[config.mk]
export PLATFORM = sky130hd
export DESIGN_NAME = spi_apb_regif
export DESIGN_NICKNAME = d
export VERILOG_FILES = /design/src/rtl/spi_apb_regif.sv
export SDC_FILE = /design/constraint.sdc
export NUM_CORES = 1
export LEC_CHECK = 0
export ABC_AREA = 1
export CORE_ASPECT_RATIO = 0.5
export CORE_MARGIN = 2
export CORE_UTILIZATION = 55
export CTS_BUF_LIST = sky130_fd_sc_hd__clkbuf_4
export CTS_CLUSTER_DIAMETER = 150
export CTS_CLUSTER_SIZE = 28
export DETAILED_ROUTE_END_ITERATION = 12
export PLACE_DENSITY = 0.84
export SYNTH_ARGS = -nofsm -noshare
export SYNTH_HDL_FRONTEND = slang
export SYNTH_SLANG_ARGS = --single-unit
[constraint.sdc]
create_clock -name PCLK -period 4.8 [get_ports PCLK]
set_clock_uncertainty 0.15 [all_clocks]
set_input_delay 0.96 -clock PCLK [delete_from_list [all_inputs] [get_ports PCLK]]
set_output_delay 0.96 -clock PCLK [all_outputs]
set_load 0.01 [all_outputs]
[src/rtl/spi_apb_regif.sv]
// APB3 register front-end for an SPI core with TX/RX word FIFOs; one APB wait state per transfer.
// TX drains on tx_valid/tx_ready; RX pushes on rx_valid and drops into sticky ovr when full.

module sync_fifo #(
  parameter int DATA_W = 32,
  parameter int DEPTH  = 4,
  parameter int CNT_W  = $clog2(DEPTH + 1)
) (
  input  logic              PCLK,
  input  logic              PRESETn,
  input  logic              flush,
  input  logic              push,
  input  logic [DATA_W-1:0] push_dat,
  input  logic              pop,
  output logic [DATA_W-1:0] head_dat,
  output logic [CNT_W-1:0]  count
);
  localparam int PTR_W = (DEPTH > 1) ? $clog2(DEPTH) : 1;

  logic [DATA_W-1:0] mem [DEPTH];
  logic [PTR_W-1:0]  wr_ptr;
  logic [PTR_W-1:0]  rd_ptr;

  function automatic logic [PTR_W-1:0] ptr_inc(input logic [PTR_W-1:0] p);
    return (p == PTR_W'(DEPTH - 1)) ? '0 : p + 1'b1;
  endfunction

  always_ff @(posedge PCLK) begin
    if (push && !flush) mem[wr_ptr] <= push_dat;
  end

  // Caller only pushes with room (or a same-cycle pop) and only pops when not empty.
  always_ff @(posedge PCLK or negedge PRESETn) begin
    if (!PRESETn) begin
      wr_ptr <= '0;
      rd_ptr <= '0;
      count  <= '0;
    end else if (flush) begin
      wr_ptr <= '0;
      rd_ptr <= '0;
      count  <= '0;
    end else begin
      if (push) wr_ptr <= ptr_inc(wr_ptr);
      if (pop)  rd_ptr <= ptr_inc(rd_ptr);
      if (push && !pop)      count <= count + 1'b1;
      else if (pop && !push) count <= count - 1'b1;
    end
  end

  assign head_dat = mem[rd_ptr];
endmodule

module spi_apb_regif #(
  parameter int ADDR_W     = 32,
  parameter int DATA_W     = 32,
  parameter int FIFO_DEPTH = 4
) (
  input  logic              PCLK,
  input  logic              PRESETn,
  input  logic              PSEL,
  input  logic              PENABLE,
  input  logic              PWRITE,
  input  logic [ADDR_W-1:0] PADDR,
  input  logic [DATA_W-1:0] PWDATA,
  output logic [DATA_W-1:0] PRDATA,
  output logic              PREADY,
  output logic              PSLVERR,
  output logic [7:0]        SPICR_1,
  output logic [7:0]        SPICR_2,
  output logic [DATA_W-1:0] MWDATA,
  output logic              tx_valid,
  input  logic              tx_ready,
  input  logic [DATA_W-1:0] MRDATA,
  input  logic              rx_valid,
  input  logic [7:0]        SPISR,
  output logic              irq
);
  localparam int CNT_W = $clog2(FIFO_DEPTH + 1);

  typedef enum logic [1:0] {IDLE, SETUP, ACCESS} state_t;
  state_t state, state_nxt;

  logic [7:0]        cr1;
  logic              cr2;
  logic              ovr;
  logic [4:0]        off;
  logic              err_cond, commit;
  logic [DATA_W-1:0] rd_dat;
  logic [DATA_W-1:0] tx_head, rx_head;
  logic [CNT_W-1:0]  tx_count, rx_count;
  logic              tx_full, rx_full, rx_empty;
  logic              tx_push, tx_pop, rx_push, rx_pop;
  logic              cr1_wr, flush, clr_wr, ovr_set;
  logic              unused_ok;

  assign off       = PADDR[4:0];
  assign unused_ok = ^PADDR[ADDR_W-1:5];

  // SETUP is entered after the bus setup cycle, so it spans the bus wait cycle.
  always_ff @(posedge PCLK or negedge PRESETn) begin
    if (!PRESETn) state <= IDLE;
    else          state <= state_nxt;
  end

  always_comb begin
    state_nxt = state;
    case (state)
      IDLE:    if (PSEL && !PENABLE) state_nxt = SETUP;
      SETUP:   state_nxt = ACCESS;
      ACCESS:  if (PREADY) state_nxt = IDLE;
      default: state_nxt = IDLE;
    endcase
  end

  assign PREADY   = (state == ACCESS);
  assign tx_full  = (tx_count == CNT_W'(FIFO_DEPTH));
  assign rx_full  = (rx_count == CNT_W'(FIFO_DEPTH));
  assign rx_empty = (rx_count == '0);

  always_comb begin
    err_cond = 1'b0;
    if (off[1:0] != 2'b00 || off > 5'h14) begin
      err_cond = 1'b1;
    end else if (PWRITE) begin
      case (off)
        5'h0C, 5'h10: err_cond = 1'b1;
        5'h08:        err_cond = tx_full;
        default:      err_cond = 1'b0;
      endcase
    end else begin
      case (off)
        5'h08, 5'h14: err_cond = 1'b1;
        5'h0C:        err_cond = rx_empty;
        default:      err_cond = 1'b0;
      endcase
    end
  end

  always_comb begin
    rd_dat = '0;
    case (off)
      5'h00: rd_dat[7:0] = cr1;
      5'h04: rd_dat[0]   = cr2;
      5'h0C: rd_dat      = rx_head;
      5'h10: begin
        rd_dat[15:8] = SPISR;
        rd_dat[6]    = ovr;
        rd_dat[5:3]  = 3'(rx_count);
        rd_dat[2:0]  = 3'(tx_count);
      end
      default: rd_dat = '0;
    endcase
  end

  assign PSLVERR = PREADY && err_cond;
  assign commit  = PREADY && !err_cond;
  assign PRDATA  = (commit && !PWRITE) ? rd_dat : '0;

  assign cr1_wr  = commit && PWRITE && (off == 5'h00);
  assign flush   = cr1_wr && cr1[6] && !PWDATA[6];
  assign clr_wr  = commit && PWRITE && (off == 5'h14) && PWDATA[0];
  assign tx_push = commit && PWRITE && (off == 5'h08);
  assign tx_pop  = tx_valid && tx_ready;
  assign rx_pop  = commit && !PWRITE && (off == 5'h0C);
  assign rx_push = rx_valid && (!rx_full || rx_pop);
  assign ovr_set = rx_valid && rx_full && !rx_pop;

  always_ff @(posedge PCLK or negedge PRESETn) begin
    if (!PRESETn) begin
      cr1 <= 8'h00;
      cr2 <= 1'b0;
      ovr <= 1'b0;
      irq <= 1'b0;
    end else begin
      if (cr1_wr) cr1 <= PWDATA[7:0];
      if (commit && PWRITE && off == 5'h04) cr2 <= PWDATA[0];
      if (ovr_set)     ovr <= 1'b1;
      else if (clr_wr) ovr <= 1'b0;
      irq <= cr1[5] && (tx_count == '0 || rx_count != '0 || ovr);
    end
  end

  sync_fifo #(.DATA_W(DATA_W), .DEPTH(FIFO_DEPTH), .CNT_W(CNT_W)) u_tx_fifo (
    .PCLK     (PCLK),
    .PRESETn  (PRESETn),
    .flush    (flush),
    .push     (tx_push),
    .push_dat (PWDATA),
    .pop      (tx_pop),
    .head_dat (tx_head),
    .count    (tx_count)
  );

  sync_fifo #(.DATA_W(DATA_W), .DEPTH(FIFO_DEPTH), .CNT_W(CNT_W)) u_rx_fifo (
    .PCLK     (PCLK),
    .PRESETn  (PRESETn),
    .flush    (flush),
    .push     (rx_push),
    .push_dat (MRDATA),
    .pop      (rx_pop),
    .head_dat (rx_head),
    .count    (rx_count)
  );

  assign SPICR_1  = cr1;
  assign SPICR_2  = {7'b0, cr2};
  assign tx_valid = (tx_count != '0);
  assign MWDATA   = tx_valid ? tx_head : '0;
endmodule

### After elaboration in Yosys (flattened, before gate mapping)

Memory sizes are Yosys's and may differ from the RTL's.
Cells that the tools add are included.

| word-level totals | value |
|---|---|
| output and inout bits | 84 |
| memories | 2 |
| memory bits (writable) | 256 |
| input port bits | 111 |
| flip-flop bits (word level) | 27 |
| logic and storage cells | 127 |

| operators by class | value |
|---|---|
| reduce and logical (&&, ||, !) cells | 54 |
| mux-type cells | 37 |
| eq/ne operators | 14 |
| $add $sub $neg | 8 |
| $lt $le $gt $ge | 1 |

Memory list:

| name | words | width | rd ports | clocked after Yosys merged registers in | wr ports | line | source |
|---|---|---|---|---|---|---|---|
| u_rx_fifo.mem | 4 | 32 | 1 | 0 | 1 | 20 | `logic [DATA_W-1:0] mem [DEPTH];` |
| u_tx_fifo.mem | 4 | 32 | 1 | 0 | 1 | 20 |  |

Operators with widths:

| operator | count |
|---|---|
| 32-bit 2-to-1 mux | 2 |
| 2-bit 2-to-1 mux | 13 |
| 1-bit logical AND | 24 |
| 3-bit 2-to-1 mux | 6 |
| 6-bit case mux with 3 select lines | 1 |
| 16-bit 2-to-1 mux | 1 |
| 8-bit case mux with 2 select lines | 1 |
| 2-bit nonzero test | 6 |
| 3-bit nonzero test | 4 |
| 2-bit == test (second input constant) | 5 |
| 5-bit by 4-bit == test with 1-bit output (second input constant) | 2 |
| 5-bit == test (second input constant) | 2 |
| 1-bit logical NOT | 10 |
| 2-bit by 1-bit adder with 2-bit output (second input constant) | 4 |
| 1-bit 2-to-1 mux | 8 |
| 3-bit by 1-bit adder with 3-bit output (second input constant) | 2 |
| 3-bit == test (second input constant) | 2 |
| 3-bit logical NOT | 2 |
| 1-bit case mux with 2 select lines | 3 |
| 3-bit by 1-bit subtractor with 3-bit output (second input constant) | 2 |
| 5-bit by 3-bit == test with 1-bit output (second input constant) | 1 |
| 5-bit greater-than comparator (second input constant) | 1 |
| 5-bit logical NOT | 1 |
| 1-bit logical OR | 4 |
| other kinds (6) | 7 |

### Logic depth before layout (Yosys ltp)

Gate-level depths: netlist (run 1).

| depth | value |
|---|---|
| depth after elaboration | 16 |
| depth in mapped cells | 19 |
| mapped depth without buffers | 19 |

### By module

Synthesis (run 1) repeated with hierarchy kept, for this count alone.

| unflattened totals | value |
|---|---|
| cells, all modules | 1039 |
| area, all modules | 12044.1 um2 |

Modules (own cells, without submodules):

| module | area an instance (um2) | instances | cells each | sequential area each (um2) |
|---|---|---|---|---|
| sync_fifo | 5208.7 | 2 | 373 | 4018.9 |
| spi_apb_regif | 1626.6 | 1 | 293 | 325.3 |

### Worst setup path before layout (run 1)

No wires, ideal clock.

| path | value |
|---|---|
| kind | input to register |
| from | input PADDR[1] |
| to | memory u_rx_fifo.mem[3][0], enable pin |
| setup time | 0.421 ns |
| path buffers | 1 |
| data required time | 4.229 ns |
| stages on the path | 12 |
| slack | 0.747 ns |
| data arrival time | 3.482 ns |
| path through | nor2_4 -> nand2_1 -> nor2_2 -> nand2_1 -> nand3_1 -> nand2_2 -> nand3_4 -> nor2_8 -> nand4_2 -> buf_4 -> nand2_2 -> nor2_1 |

| between the ends | value |
|---|---|
| word-level cells in the longest chain between the ends | 15 |
| elaborated cells between the ends (all ways) | 28 |
| classes of those cells | 1 x order compare; 4 x eq/ne; 6 x mux; 17 x reduce/logical |

Ends and longest elaborated chain:

| item | line | source |
|---|---|---|
| start: declaration | 63 | `input logic [ADDR_W-1:0] PADDR,` |
| 5-bit == test, or another cell as far along | 131 | `case (off)` |
| 2-bit OR reduction, on equally long branches | 131, 125 |  |
| 1-bit case mux with 2 select lines, on equally long branches | 131, 125 |  |
| 1-bit 2-to-1 mux | 124 | `end else if (PWRITE) begin` |
| 1-bit 2-to-1 mux | 122 | `if (off[1:0] != 2'b00 \|\| off > 5'h14) begin` |
| 1-bit logical NOT | 156 | `assign commit = PREADY && !err_cond;` |
| 1-bit logical AND | 156 |  |
| 1-bit logical AND (2 in series) | 159 | `assign cr1_wr = commit && PWRITE && (off == 5'h00);` |
| 1-bit logical AND (2 in series) | 160 | `assign flush = cr1_wr && cr1[6] && !PWDATA[6];` |
| 1-bit logical NOT | 29 | `if (push && !flush) mem[wr_ptr] <= push_dat;` |
| 1-bit logical AND (*) | 29 |  |
| 1-bit 2-to-1 mux (*) | 29 |  |
| 1-bit 2-to-1 mux (not written as such) (*) | 29 |  |
| end: declaration | 20 |  |

Every way passes the cells marked *; elsewhere a longest branch is shown, timed or not.

### Worst setup path in the final report (run 1)

| path | value |
|---|---|
| from | input PADDR[4] |
| to | output PRDATA[31] |

| between the ends | value |
|---|---|
| word-level cells in the longest chain between the ends | 9 |
| elaborated cells between the ends (all ways) | 17 |
| classes of those cells | 1 x order compare; 4 x eq/ne; 6 x mux; 6 x reduce/logical |

Ends and longest elaborated chain:

| item | line | source |
|---|---|---|
| 5-bit == test, or another cell as far along | 131 |  |
| 2-bit OR reduction, on equally long branches | 131, 125 |  |
| 1-bit case mux with 2 select lines, on equally long branches | 131, 125 |  |
| 1-bit 2-to-1 mux | 124 |  |
| 1-bit 2-to-1 mux | 122 |  |
| 1-bit logical NOT | 156 |  |
| 1-bit logical AND | 156 |  |
| 1-bit logical AND | 157 | `assign PRDATA = (commit && !PWRITE) ? rd_dat : '0;` |
| 32-bit 2-to-1 mux (*) | 157 |  |
| end: declaration | 65 | `output logic [DATA_W-1:0] PRDATA,` |

Marked as above.

==> results.md, run 1 <==
- Met3 GRT Util: 3.005%
- Synth Instances: 972
- Root buf cell: clkbuf_4
- Async S/R FF share, synth: 9.541%
- Clock net sink count: ~280
- # nets final: 1243
- Critical Path RT: approximately 3.7 ns
- Relative slew margins: between 20 and 30%
- Post-CTS Repair Setup Buffers: 0
- Detailed Routing Iterations Pass 1: 5
- Post-Route WL: 25370 µm
- Critical path class: primary input to output port
- WL/cell: between 15 and 20 µm
- RSZ-0062 raised after global routing: false
- Dpl ws: 0.2488 ns
- Clk buf depth: 3
- Min-Delay Startpoint: state[1]
- Die H: roughly 110 µm
- Gr busiest metal: met2
- I/O pin count: 195
- Total of max-cap violations: 0
- Combinational share of power: 31.8%
- Slew @ Worst Pin: ~1.1 ns
- Vias/cell: 5.566
- Placeable Area: 20740 µm²
- Register-to-register setup slack: about 1.7 ns
- # DRC: 0
- Final Worst Setup Slack: 0.1725 ns
- R2R Path End: u_rx_fifo.mem[0][14]
- Initial Util: a little under three fifths
- Sequential cell area fraction in the yosys report: 71.23%
- Max Freq: 216.1 MHz
- Switching Share: 32.16%
- Layout area overhead: 18.69%
- Outcome: finished, final reports clean
- Detailed Route Iter0 Violations: 641
- Min-Delay Path Class: flip-flop to flip-flop
- Met1 GRT Util: 29.24%
- Congestion Overflow GR: 0
- # rows: 37
- Internal: 0.003989 W
- CTS clock-pin slew for the worst setup and hold paths: 0.27 ns
- Global Route Usage Sum: 22.33%
- CTS tree: done
- Die Wd: 210.6 µm
- Setup TNS: 0 ns
- DIE AREA: 22600 µm²
- Placed Area: 13730 µm²
- DPL Wire Length: 15710 µm
- Clock latency on the worst-skew pair: 0.67 ns
- P_leak: 4.789 nW
- Critical path fanouts, max: 19
- Clk pwr share: approximately 15%
- Post-CTS Hold Buffers: 0
- Cell area after layout: around 14000 µm²
- Syn_area_per_cell: between 10 and 15 µm²
- Worst setup EP type: output port
- GPL Wtd Cong: a little under 0.9
- Layout cells sized above 1: 7.535%
- Period utilization: 96.41%
- Post-route ant nets: 0
- Fill cells: 1504
- Fin. Hold Viols: 0
- Total CTS buffers: 14
- Vias: 7803
- GR Layer Usage met2: 39.58%
- RR Startpoint: state[0]
- Largest net degree at the start of global routing: 67
- Max Slew Vio Count: 0
- CP startpoint kind: primary input
- Share of power burned in registers: 52.8%
- Setup violators final: 0
- Ys Warns: 0
- PostCTS Resize Cnt: 0
- Synth cell types: 44
- Pwr/cell area: 421.9 nW/µm²
- VDD IR-drop max: 0.2841 mV
- First-pass GRT wire length: 39320 µm
- CP Data Arrival Time: 3.52 ns
- Critical path origin: PADDR[4]
- EDFF count, synth: approximately 260
- Vias in the first global route: 7886
- Capture point of the critical path: PRDATA[31]
- Number of synthesized register bits: 283
- Htree depth: 1
- Post-Syn Area: 11740 µm²
- Buffers on Ports: 160
- Psw: 0.001891 W
- Ys flop type: edfxtp_1
- Initial antenna violation count: 1
- Worst-case reg-to-reg path depth: 9
- Period minus WS final: 4.627 ns
layer usage:
| metal | vias up | share of wire (%) | routed length (µm) |
|---|---|---|---|
| li1 | 3710 | - | - |
| met1 | 3804 | 42 | 10600 |
| met2 | 247 | 51 | 12900 |
| met3 | 42 | 5.3 | 1333 |
| met4 | 0 | 2.1 | 535 |
| met5 | - | 0 | 0 |
placed cells by master, fill, tap and decap left out, types with 7 or more instances in the layout:
cell type	n
a21oi_1	63
a31oi_1	7
a32o_1	9
buf_4	19
clkbuf_4	23
clkdlybuf4s50_1	160
conb_1	7
dfrtp_1	25
edfxtp_1	256
ha_1	10
inv_1	40
nand2_1	69
nand3_1	14
nor2_1	223
nor2_4	10
o21ai_0	125
o22ai_1	11
cell usage after synthesis (7+ instances only):
cell,count,area [µm²]
inv_1,41,153.9
ha_1,10,125.1
o22ai_1,11,68.82
dfrtp_1,27,675.7
buf_4,9,67.56
edfxtp_1,256,7687
nor2_1,231,867.1
clkbuf_1,40,150.1
nand2_1,69,259.0
a31oi_1,7,43.79
a32o_1,9,90.09
nand3_1,14,70.07
o21ai_0,125,625.6
a21oi_1,63,315.3
worst max-delay path: stages:
cell and delay (ns):
clkdlybuf4s50_1 0.60, inv_2 0.08, nand2_1 0.11, nor2_2 0.09, nor2_1 0.09, nand3_1 0.09
nand2_2 0.14, nand3_4 0.13, nor2_4 0.16, nand2_4 0.20, a21oi_1 0.27, clkdlybuf4s50_1 0.59
logic make-up (layout without fill, tap and decap cells):
| logic type | after synthesis | in the layout | share of synthesized area, % |
|---|---|---|---|
| AOI/OAI and AO/OA | 225 | 225 | 10.53 |
| DFF | 283 | 283 | 71.23 |
| xor gates and xnor gates | 2 | 2 | 0.1492 |
| and+or+nand+nor | 344 | 344 | 12.40 |
| buffers and inverters | 100 | 250 | 3.644 |
| muxes | 5 | 5 | 0.6074 |
| adders and majority gates | 12 | 12 | 1.407 |
| other | 1 | 8 | 0.03194 |
through the flow:
step                      total power, W  hold WS [ns]  utilization, %  cells
after floorplan                 0.004123        0.2717               -    978
after global placement          0.004955        0.2884           66.20   1377
after detailed placement        0.005035        0.2951           66.20   1377
after CTS                       0.005909        0.3228           67.18   1401
after global routing            0.006197        0.3576           67.19   1402
final                           0.005880        0.3298           67.19   1402
power by group through the flow:
stage | sequential (W) | combinational (W) | clock (W)
3_3_place_gp | 0.00314 | 0.00182 | 0
6_report | 0.00310 | 0.00187 | 0.000905
3_5_place_dp | 0.00316 | 0.00188 | 0
5_1_grt | 0.00312 | 0.00206 | 0.00101
2_1_floorplan | 0.00309 | 0.00104 | 0
4_1_cts | 0.00310 | 0.00189 | 0.000922
state kept, by name, indices dropped and copies added (netlist names):
name              flops
u_tx_fifo.count       3
state                 2
u_rx_fifo.wr_ptr      2
irq                   1
u_tx_fifo.rd_ptr      2
u_rx_fifo.mem       128
u_tx_fifo.wr_ptr      2
SPICR_1               8
u_tx_fifo.mem       128
ovr                   1
u_rx_fifo.count       3
u_rx_fifo.rd_ptr      2
cr2                   1
worst min path at each step:
stage | depth (start not counted) | end
4_1_cts | 1 | state[1]
2_1_floorplan | 1 | state[1]
3_3_place_gp | 1 | state[1]
5_1_grt | 1 | state[1]
6_report | 1 | state[1]
3_5_place_dp | 1 | state[1]
final cells by class:
cell class                 count  area (µm²)  area share [%]
timing repair buffer         183        1824           13.09
clock buffer                  23       172.7           1.239
sequential                   283        8366           60.03
antenna                        1       2.502         0.01796
tap                          273       341.6           2.451
inverter                      43       161.4           1.158
multi-input combinational    595        3038           21.80
clock inverter                 1       30.03          0.2155
Power figures use the tool's default switching activity.
==> inputs of run 2 (changes only) <==
--- a/config.mk
+++ b/config.mk
@@ -5,7 +5,6 @@
 export SDC_FILE = /design/constraint.sdc
 export NUM_CORES = 1
 export LEC_CHECK = 0
-export ABC_AREA = 1
 export CORE_ASPECT_RATIO = 0.5
 export CORE_MARGIN = 2
 export CORE_UTILIZATION = 55
@@ -13,6 +12,7 @@
 export CTS_CLUSTER_DIAMETER = 150
 export CTS_CLUSTER_SIZE = 28
 export DETAILED_ROUTE_END_ITERATION = 12
+export HOLD_SLACK_MARGIN = 0.1
 export PLACE_DENSITY = 0.84
 export SYNTH_ARGS = -nofsm -noshare
 export SYNTH_HDL_FRONTEND = slang
==> run 2 against run 1 <==
Compared with the run above:
- sequential power rose by 2%
- routed wire length fell by 11%
- sequential share of layout area rose by 0.44 points
- final area fell by 0.71%
- synthesized cell count fell by 37%
- non-clock buffer count fell by 7
- via count fell by 22%
- total power fell by 4.1%
- clock-buffer cell count did not move
- maximum frequency rose by 1.9%
==> results.md, run 2 <==
- Setup violators final: 0 (unchanged)
- Ys Warns: 0 (unchanged)
- Post-synth top area cell: edfxtp_1
- Root buf cell: clkbuf_4
- Detailed Route Iter0 Violations: 516 (-20%)
- CTS tree: done
- Placeable Area: 20650 µm² (-0.45%)
- Most common cell after layout, fill and taps aside: edfxtp_1
- Post-CTS Hold Buffers: 0 (unchanged)
- I/O pin count: 195 (unchanged)
- Synth cell types: 59 (+34%)
- Most frequent cells in the layout: edfxtp_1, clkdlybuf4s50_1, mux4_2, and2_1, dfrtp_1
- RSZ-0062 raised after global routing: false
- GPL Wtd Cong: 0.8871 (+1.9%)
- Setup TNS: 0 ns (unchanged)
- Vias: 6083 (-22%)
- Post-Syn Area: 11640 µm² (-0.88%)
- Register-to-register setup slack: 1.59 ns (-0.08 ns)
- Period utilization: 94.57% (-1.8 points)
- First-pass GRT wire length: 34490 µm (-12%)
- # rows: 37 (unchanged)
- Relative slew margins: 23.79% (-5.6 points)
- PostCTS Resize Cnt: 0 (unchanged)
- # nets final: 892 (-28%)
- CTS clock-pin slew for the worst setup and hold paths: 0.28 ns (about the same)
- Vias in the first global route: 6277 (-20%)
- Layout area overhead: 18.90%
- Buffers on Ports: 160 (unchanged)
- Congestion Overflow GR: 0 (unchanged)
- Clk buf depth: 3 (unchanged)
- WP buf/inv: 2 (-1)
- Sequential cell area fraction in the yosys report: 71.86% (+0.64 points)
- Period minus WS final: 4.539 ns (-0.08810 ns)
- Fin. Hold Viols: 0 (unchanged)
- Clock net sink count: 283 (unchanged)
- Syn_area_per_cell: 18.98 µm² (+57%)
- EDFF count, synth: 256 (unchanged)
- Critical path fanouts, max: 13 (-6)
- Total CTS buffers: 14 (unchanged)
- Synth top cells by count: edfxtp_1, mux4_2, and2_1
- Cell area after layout: 13840 µm² (-0.71%)
- Critical-path top delay cell: clkdlybuf4s50_1
- Non-Filler Instances: 1053 (-25%)
- Initial Util: 56.36% (-0.25 points)
- VDD IR-drop max: 0.2394 mV (-16%)
- CP startpoint kind: primary input
- Critical Path RT: 3.69 ns (about the same)
- Ys flop type: edfxtp_1
- Global Route Usage Sum: 20.40% (-1.9 points)
- CP Data Arrival Time: 3.43 ns (-0.09 ns)
- RR Startpoint: u_tx_fifo.count[0]
- Outcome: finished, final reports clean
- Slew @ Worst Pin: 1.142 ns (+0.08645 ns)
- Post-route ant nets: 0 (unchanged)
- Worst setup EP type: output port
- Largest net degree at the start of global routing: 37 (-45%)
- Vias/cell: 5.777 (+3.8%)
- P_leak: 4.519 nW (-5.6%)
- Synth top area share: 66.06% (+0.58 points)
- Max Freq: 220.3 MHz (+1.9%)
- Detailed Routing Iterations Pass 1: 5 (unchanged)
- Critical path origin: PADDR[3]
- Htree depth: 1 (unchanged)
- # DRC: 0 (unchanged)
- Total of max-cap violations: 0 (unchanged)
- Die H: 106.9 µm (-0.43%)
- Slowest stage delay, CP: 0.73 ns (+0.13 ns)
- Crit-path cells: clkdlybuf4s50_1 -> nand3b_1 -> o311ai_4 -> or3_1 -> o21ai_0 -> clkdlybuf4s50_1
- Layout cells sized above 1: 17.76% (+10 points)
- Die Wd: 209.7 µm (-0.43%)
- DP Cell Count: 1026 (-25%)
- DIE AREA: 22410 µm² (-0.86%)
- Min-Delay Path Class: flip-flop to flip-flop
- Min-Delay Startpoint: state[1]
- Largest delay share family, worst path: buffers and inverters
- DPL Wire Length: 14880 µm (-5.3%)
- Post-CTS Repair Setup Buffers: 0 (unchanged)
- Critical path class: primary input to output port
- Clock latency on the worst-skew pair: 0.71 ns (+0.04 ns)
- WL/cell: 21.36 µm (+18%)
- Synth Instances: 613 (-37%)
- Top cells by area, synth: edfxtp_1, mux4_2, dfrtp_1, and2_1, ha_1
- Top cell by count, worst path: clkdlybuf4s50_1
- Initial antenna violation count: 2 (+1)
- Post-Route WL: 22490 µm (-11%)
- Max Slew Vio Count: 0 (unchanged)
- Pwr/cell area: 407.6 nW/µm² (-3.4%)
- Top-count cell post-synth: edfxtp_1
- Async S/R FF share, synth: 9.541% (unchanged)
- Number of synthesized register bits: 283 (unchanged)
- Placed Area: 13630 µm² (-0.76%)
run 2: cell count changes after synthesis, sizes merged, moves of 8 or more:
cell    delta
nand3     -12
a32o       -9
and3       +8
clkbuf    -21
a22o       +9
nand2     -60
and2      +54
a21oi     -55
o22ai      -9
mux4      +64
nor2     -224
o21ai    -122
inv       -27
run 2: power by group:
group	switching [W]	internal [W]	total [W]	leakage (nW)
clock	0.000700	0.000228	0.000928	0.117
combinational	0.000684	0.000877	0.00156	1.74
sequential	0.000196	0.00296	0.00315	2.67
run 2: worst register-to-register path: stages (launching register included):
cell and delay (ns):
dfrtp_1 0.52, nor3_1 0.11, inv_1 0.83, nand2_1 0.31, and2_1 0.27, fa_1 0.41, o211ai_1 0.11, o22ai_1 0.11
a32oi_1 0.21, o211ai_1 0.10
run 2: stage by stage:
stage | hold slack, ns | total power (W) | utilization [%] | setup WS, ns
after floorplan | 0.3094 | 0.004047 | - | 1.307
after global placement | 0.3349 | 0.004745 | 66.00 | 0.2943
after detailed placement | 0.3463 | 0.004796 | 66.00 | 0.2747
after CTS | 0.3723 | 0.005699 | 66.98 | 0.2540
after global routing | 0.3684 | 0.005922 | 67.02 | 0.07057
final | 0.3759 | 0.005640 | 67.02 | 0.2606
run 2: area by class of cell:
class,count,area (µm²)
sequential,283,8367
fill,1358,6810
multi-input combinational,278,3024
timing repair buffer,176,1834
tap,273,341.6
clock buffer,23,172.7
inverter,16,60.06
clock inverter,1,30.03
antenna,3,7.507
run 2: kinds of logic after synthesis:
kind of cell / after synthesis / synth area share (%)
XOR/XNOR: 2 / 0.1505
flip-flops: 283 / 71.86
AND/OR/NAND/NOR: 126 / 6.494
buffers and inverters: 58 / 2.484
adder cells (fa/ha/maj): 12 / 1.419
AO/OA/AOI/OAI: 55 / 4.032
other: 1 / 0.03222
multiplexers: 76 / 13.53
run 2: routing by layer:
layer	track usage, %	vias up	share of wire [%]
li1	-	2735	-
met1	27.10	3103	41
met2	35.41	208	51
met3	4.189	37	5.7
met4	4.610	0	2.1
met5	0	-	0
run 2: final timing paths:
kind | end | cells past startpoint
worst min register to register | state[1] | 1
worst max register to register | u_tx_fifo.count[2] | 9
min in group asynchronous | state[0] | 2
worst min-delay path | state[1] | 1
max in group asynchronous | u_rx_fifo.rd_ptr[0] | 2
worst max-delay path | PRDATA[6] | 6
==> inputs of run 3 (changes only) <==
--- a/config.mk
+++ b/config.mk
@@ -16,4 +16,5 @@
 export PLACE_DENSITY = 0.84
 export SYNTH_ARGS = -nofsm -noshare
 export SYNTH_HDL_FRONTEND = slang
+export SYNTH_HIERARCHICAL = 1
 export SYNTH_SLANG_ARGS = --single-unit
==> run 3 against run 2 <==
Compared with the run above:
- final cell count fell by 0.57%
- total power down 0.78%
- clock-buffer cell count did not move
- synthesized cell count is 2.0% lower
- final area is 0.46% lower
- routed wire length is 2.7% lower
- worst setup slack improved by 0.080 ns
- first-iteration DRC count down 12%
- non-clock buffer count is 5 higher
- area after synthesis is 0.53% higher
- combinational power about the same
- die area grew 0.51%
- critical path type unchanged
- largest cell class unchanged
- largest power group unchanged
- highest routed layer is now met5
==> results.md, run 3 <==
- Switching Share: 27.22% (-0.79 points)
- Cell area after layout: 13770 µm² (-0.46%)
- Met3 Wirelength: 916 µm (-28%)
- Post-route ant nets: 0 (unchanged)
- P_leak: 4.546 nW (+0.60%)
- Initial antenna violation count: 1 (-1)
- Die Wd: 210.3 µm (+0.26%)
- Largest delay share family, worst path: buffers and inverters
- CP Data Arrival Time: 3.35 ns (-0.08 ns)
- GPL Wtd Cong: 0.7669 (-14%)
- Top cells by area, synth: edfxtp_1, mux4_2, dfrtp_1, nor2b_1, mux4_1
- Synth top area share: 65.71% (-0.35 points)
- Buffers on Ports: 160 (unchanged)
- Synth cell types: 53 (-10%)
- Sequential cell area fraction in the yosys report: 71.49% (-0.38 points)
- Relative slew margins: 55.69% (+32 points)
- Post-Syn Area: 11700 µm² (+0.53%)
- WL/cell: 20.89 µm (-2.2%)
- Async S/R FF share, synth: 9.541% (unchanged)
- Detailed Route Iter0 Violations: 452 (-12%)
- # DRC: 0 (unchanged)
- Ys flop type: edfxtp_1
- EDFF count, synth: 256 (unchanged)
- Pwr/cell area: 406.3 nW/µm² (-0.32%)
- Combinational share of power: 28.0% (+0.3 points)
- Critical path fanouts, max: 13 (unchanged)
- Vias/cell: 5.649 (-2.2%)
- Initial Util: 56.53% (+0.17 points)
- Most frequent cells in the layout: edfxtp_1, clkdlybuf4s50_1, mux4_2, nor2b_1, nor2_1
- Top cell by count, worst path: clkdlybuf4s50_1
- # rows: 37 (unchanged)
- Setup TNS: 0 ns (unchanged)
- Placeable Area: 20690 µm² (+0.22%)
- Post-Route WL: 21870 µm (-2.7%)
- Htree depth: 1 (unchanged)
- Critical Path RT: 3.69 ns (about the same)
- VDD IR-drop max: 0.2306 mV (-3.7%)
- PostCTS Resize Cnt: 0 (unchanged)
- DPL Wire Length: 14320 µm (-3.7%)
- Syn_area_per_cell: 19.47 µm² (+2.5%)
- Clk buf depth: 3 (unchanged)
- RSZ-0062 raised after global routing: false
- Slew @ Worst Pin: 0.6611 ns (-0.4808 ns)
- Ant. Diodes: 0 (-3)
- Critical-path top delay cell: clkdlybuf4s50_1
- Max Slew Vio Count: 0 (unchanged)
- Clock net sink count: 283 (unchanged)
- Worst setup EP type: output port
- Fill cells: 1360 (+0.15%)
- Fin. Hold Viols: 0 (unchanged)
- CTS tree: done
- Post-CTS Repair Setup Buffers: 0 (unchanged)
- Ys Warns: 6 (+6)
- I/O pin count: 195 (unchanged)
- Period minus WS final: 4.459 ns (-0.07991 ns)
- CTS clock-pin slew for the worst setup and hold paths: 0.26 ns (-0.02 ns)
- Internal: 0.004073 W (+0.31%)
- M1 wire length: 9345 µm (+1.4%)
- DIE AREA: 22520 µm² (+0.51%)
- Post-CTS Hold Buffers: 0 (unchanged)
- Post-synth top area cell: edfxtp_1
- Clock latency on the worst-skew pair: 0.68 ns (-0.03 ns)
- Outcome: finished, final reports clean
- Highest routed metal layer: met5
- Congestion Overflow GR: 0 (unchanged)
- Top-count cell post-synth: edfxtp_1
- Placed Area: 13570 µm² (-0.41%)
- Root buf cell: clkbuf_4
- # nets final: 889 (-0.34%)
- Largest net degree at the start of global routing: 33 (-11%)
- Met2 WL: 11240 µm (-2.5%)
- Share of power burned in registers: 55.7% (-0.2 points)
- Total of max-cap violations: 0 (unchanged)
- CP startpoint kind: primary input
- Period utilization: 92.91% (-1.7 points)
- Vias: 5915 (-2.8%)
- WP buf/inv: 2 (unchanged)
- Total CTS buffers: 14 (unchanged)
- Min-Delay Path Class: flip-flop to flip-flop
- Critical path class: primary input to output port
- Layout cells sized above 1: 17.31% (-0.45 points)
- First-pass GRT wire length: 33710 µm (-2.3%)
- Die H: 107.1 µm (+0.25%)
- Synth top cells by count: edfxtp_1, mux4_2, nor2b_1
- Layout area overhead: 17.73%
- Synth Instances: 601 (-2.0%)
- Crit-path cells: clkdlybuf4s50_1 -> and2b_1 -> and3_1 -> a22oi_1 -> nor2_1 -> clkdlybuf4s50_1
- Max Freq: 224.2 MHz (+1.8%)
- Detailed Routing Iterations Pass 1: 4 (-1)
- Global Route Usage Sum: 19.58% (-0.82 points)
- Setup violators final: 0 (unchanged)
- Vias in the first global route: 6150 (-2.0%)
- Number of synthesized register bits: 283 (unchanged)
- Slowest stage delay, CP: 0.66 ns (-0.07 ns)
- Clk pwr share: 16.2% (-0.3 points)
- Psw: 0.001523 W (-3.6%)
- Most common cell after layout, fill and taps aside: edfxtp_1
-- run 3: changes by cell type after synthesis, sizes merged, moves of 7 or more --
cell,previous run,this run
nor2b,3,37
and2,54,26
nor2,15,35
a22oi,4,17
clkbuf,20,8
nand2,14,2
buf,22,30
a22o,9,2
-- run 3: cell type report --
| class | count | area, µm² | share of cell area, % |
|---|---|---|---|
| Inverter | 12 | 45.04 | 0.3270 |
| Multi-Input combinational cell | 274 | 3009 | 21.85 |
| Timing Repair Buffer | 181 | 1809 | 13.14 |
| Clock inverter | 1 | 30.03 | 0.2180 |
| Tap cell | 273 | 341.6 | 2.480 |
| Clock buffer | 23 | 172.7 | 1.254 |
| Sequential cell | 283 | 8366 | 60.74 |
-- run 3: logic make-up (layout without fill, tap and decap cells) --
logic type	after synthesis	count (layout)	synth area share (%)
AO/OA/AOI/OAI	34	34	2.053
XOR/XNOR	4	4	0.2995
adder cells (fa/ha/maj)	12	12	1.412
buffers and inverters	50	217	3.112
flip-flops	283	283	71.49
multiplexers	87	87	14.96
other	1	7	0.03205
AND/OR/NAND/NOR	130	130	6.642
-- run 3: worst reg2reg max path, stage by stage (launching register included) --
cell	delay, ns
dfrtp_1	0.45
nand2b_1	0.16
clkinv_1	0.12
nand4_1	0.19
nor3b_4	0.22
buf_4	0.32
o21a_1	0.30
inv_1	0.11
nor2_1	0.19
and2_2	0.38
buf_12	0.24
-- run 3: power groups by stage --
stage	clock, W	combinational (W)	sequential (W)
after floorplan	0	0.000984	0.00311
after global placement	0	0.00156	0.00316
after detailed placement	0	0.00159	0.00318
after CTS	0.000945	0.00160	0.00312
after global routing	0.00102	0.00169	0.00315
final	0.000909	0.00157	0.00312
-- run 3: stage by stage --
stage	util, %	total power [W]	instances	hold slack, ns	worst slack, ns
detailed placement	65.58	0.004776	1023	0.2947	0.3771
global placement	65.58	0.004726	1023	0.2849	0.3977
CTS	66.56	0.005669	1047	0.3038	0.3629
floorplan	-	0.004090	607	0.2628	1.106
finish	66.56	0.005596	1047	0.3215	0.3405
global route	66.56	0.005866	1047	0.2896	0.2624
-- run 3: final timing paths --
| check | start | end | slack, ns | cells past startpoint |
|---|---|---|---|---|
| min | state[0] | state[0] | 0.32 | 1 |
| max in group asynchronous | PRESETn | u_tx_fifo/rd_ptr[0] | 3.53 | 2 |
| max reg2reg | state[0] | u_rx_fifo/mem[0][11] | 1.68 | 10 |
| min reg2reg | state[0] | state[0] | 0.32 | 1 |
| max | PADDR[2] | PRDATA[5] | 0.34 | 6 |
| min in group asynchronous | PRESETn | u_rx_fifo/rd_ptr[1] | 0.34 | 1 |
-- run 3: layer usage --
layer	global-route usage, %	up-vias
met5	0	-
met4	3.799	2
li1	-	2684
met1	26.35	3084
met2	34.22	117
met3	3.515	28
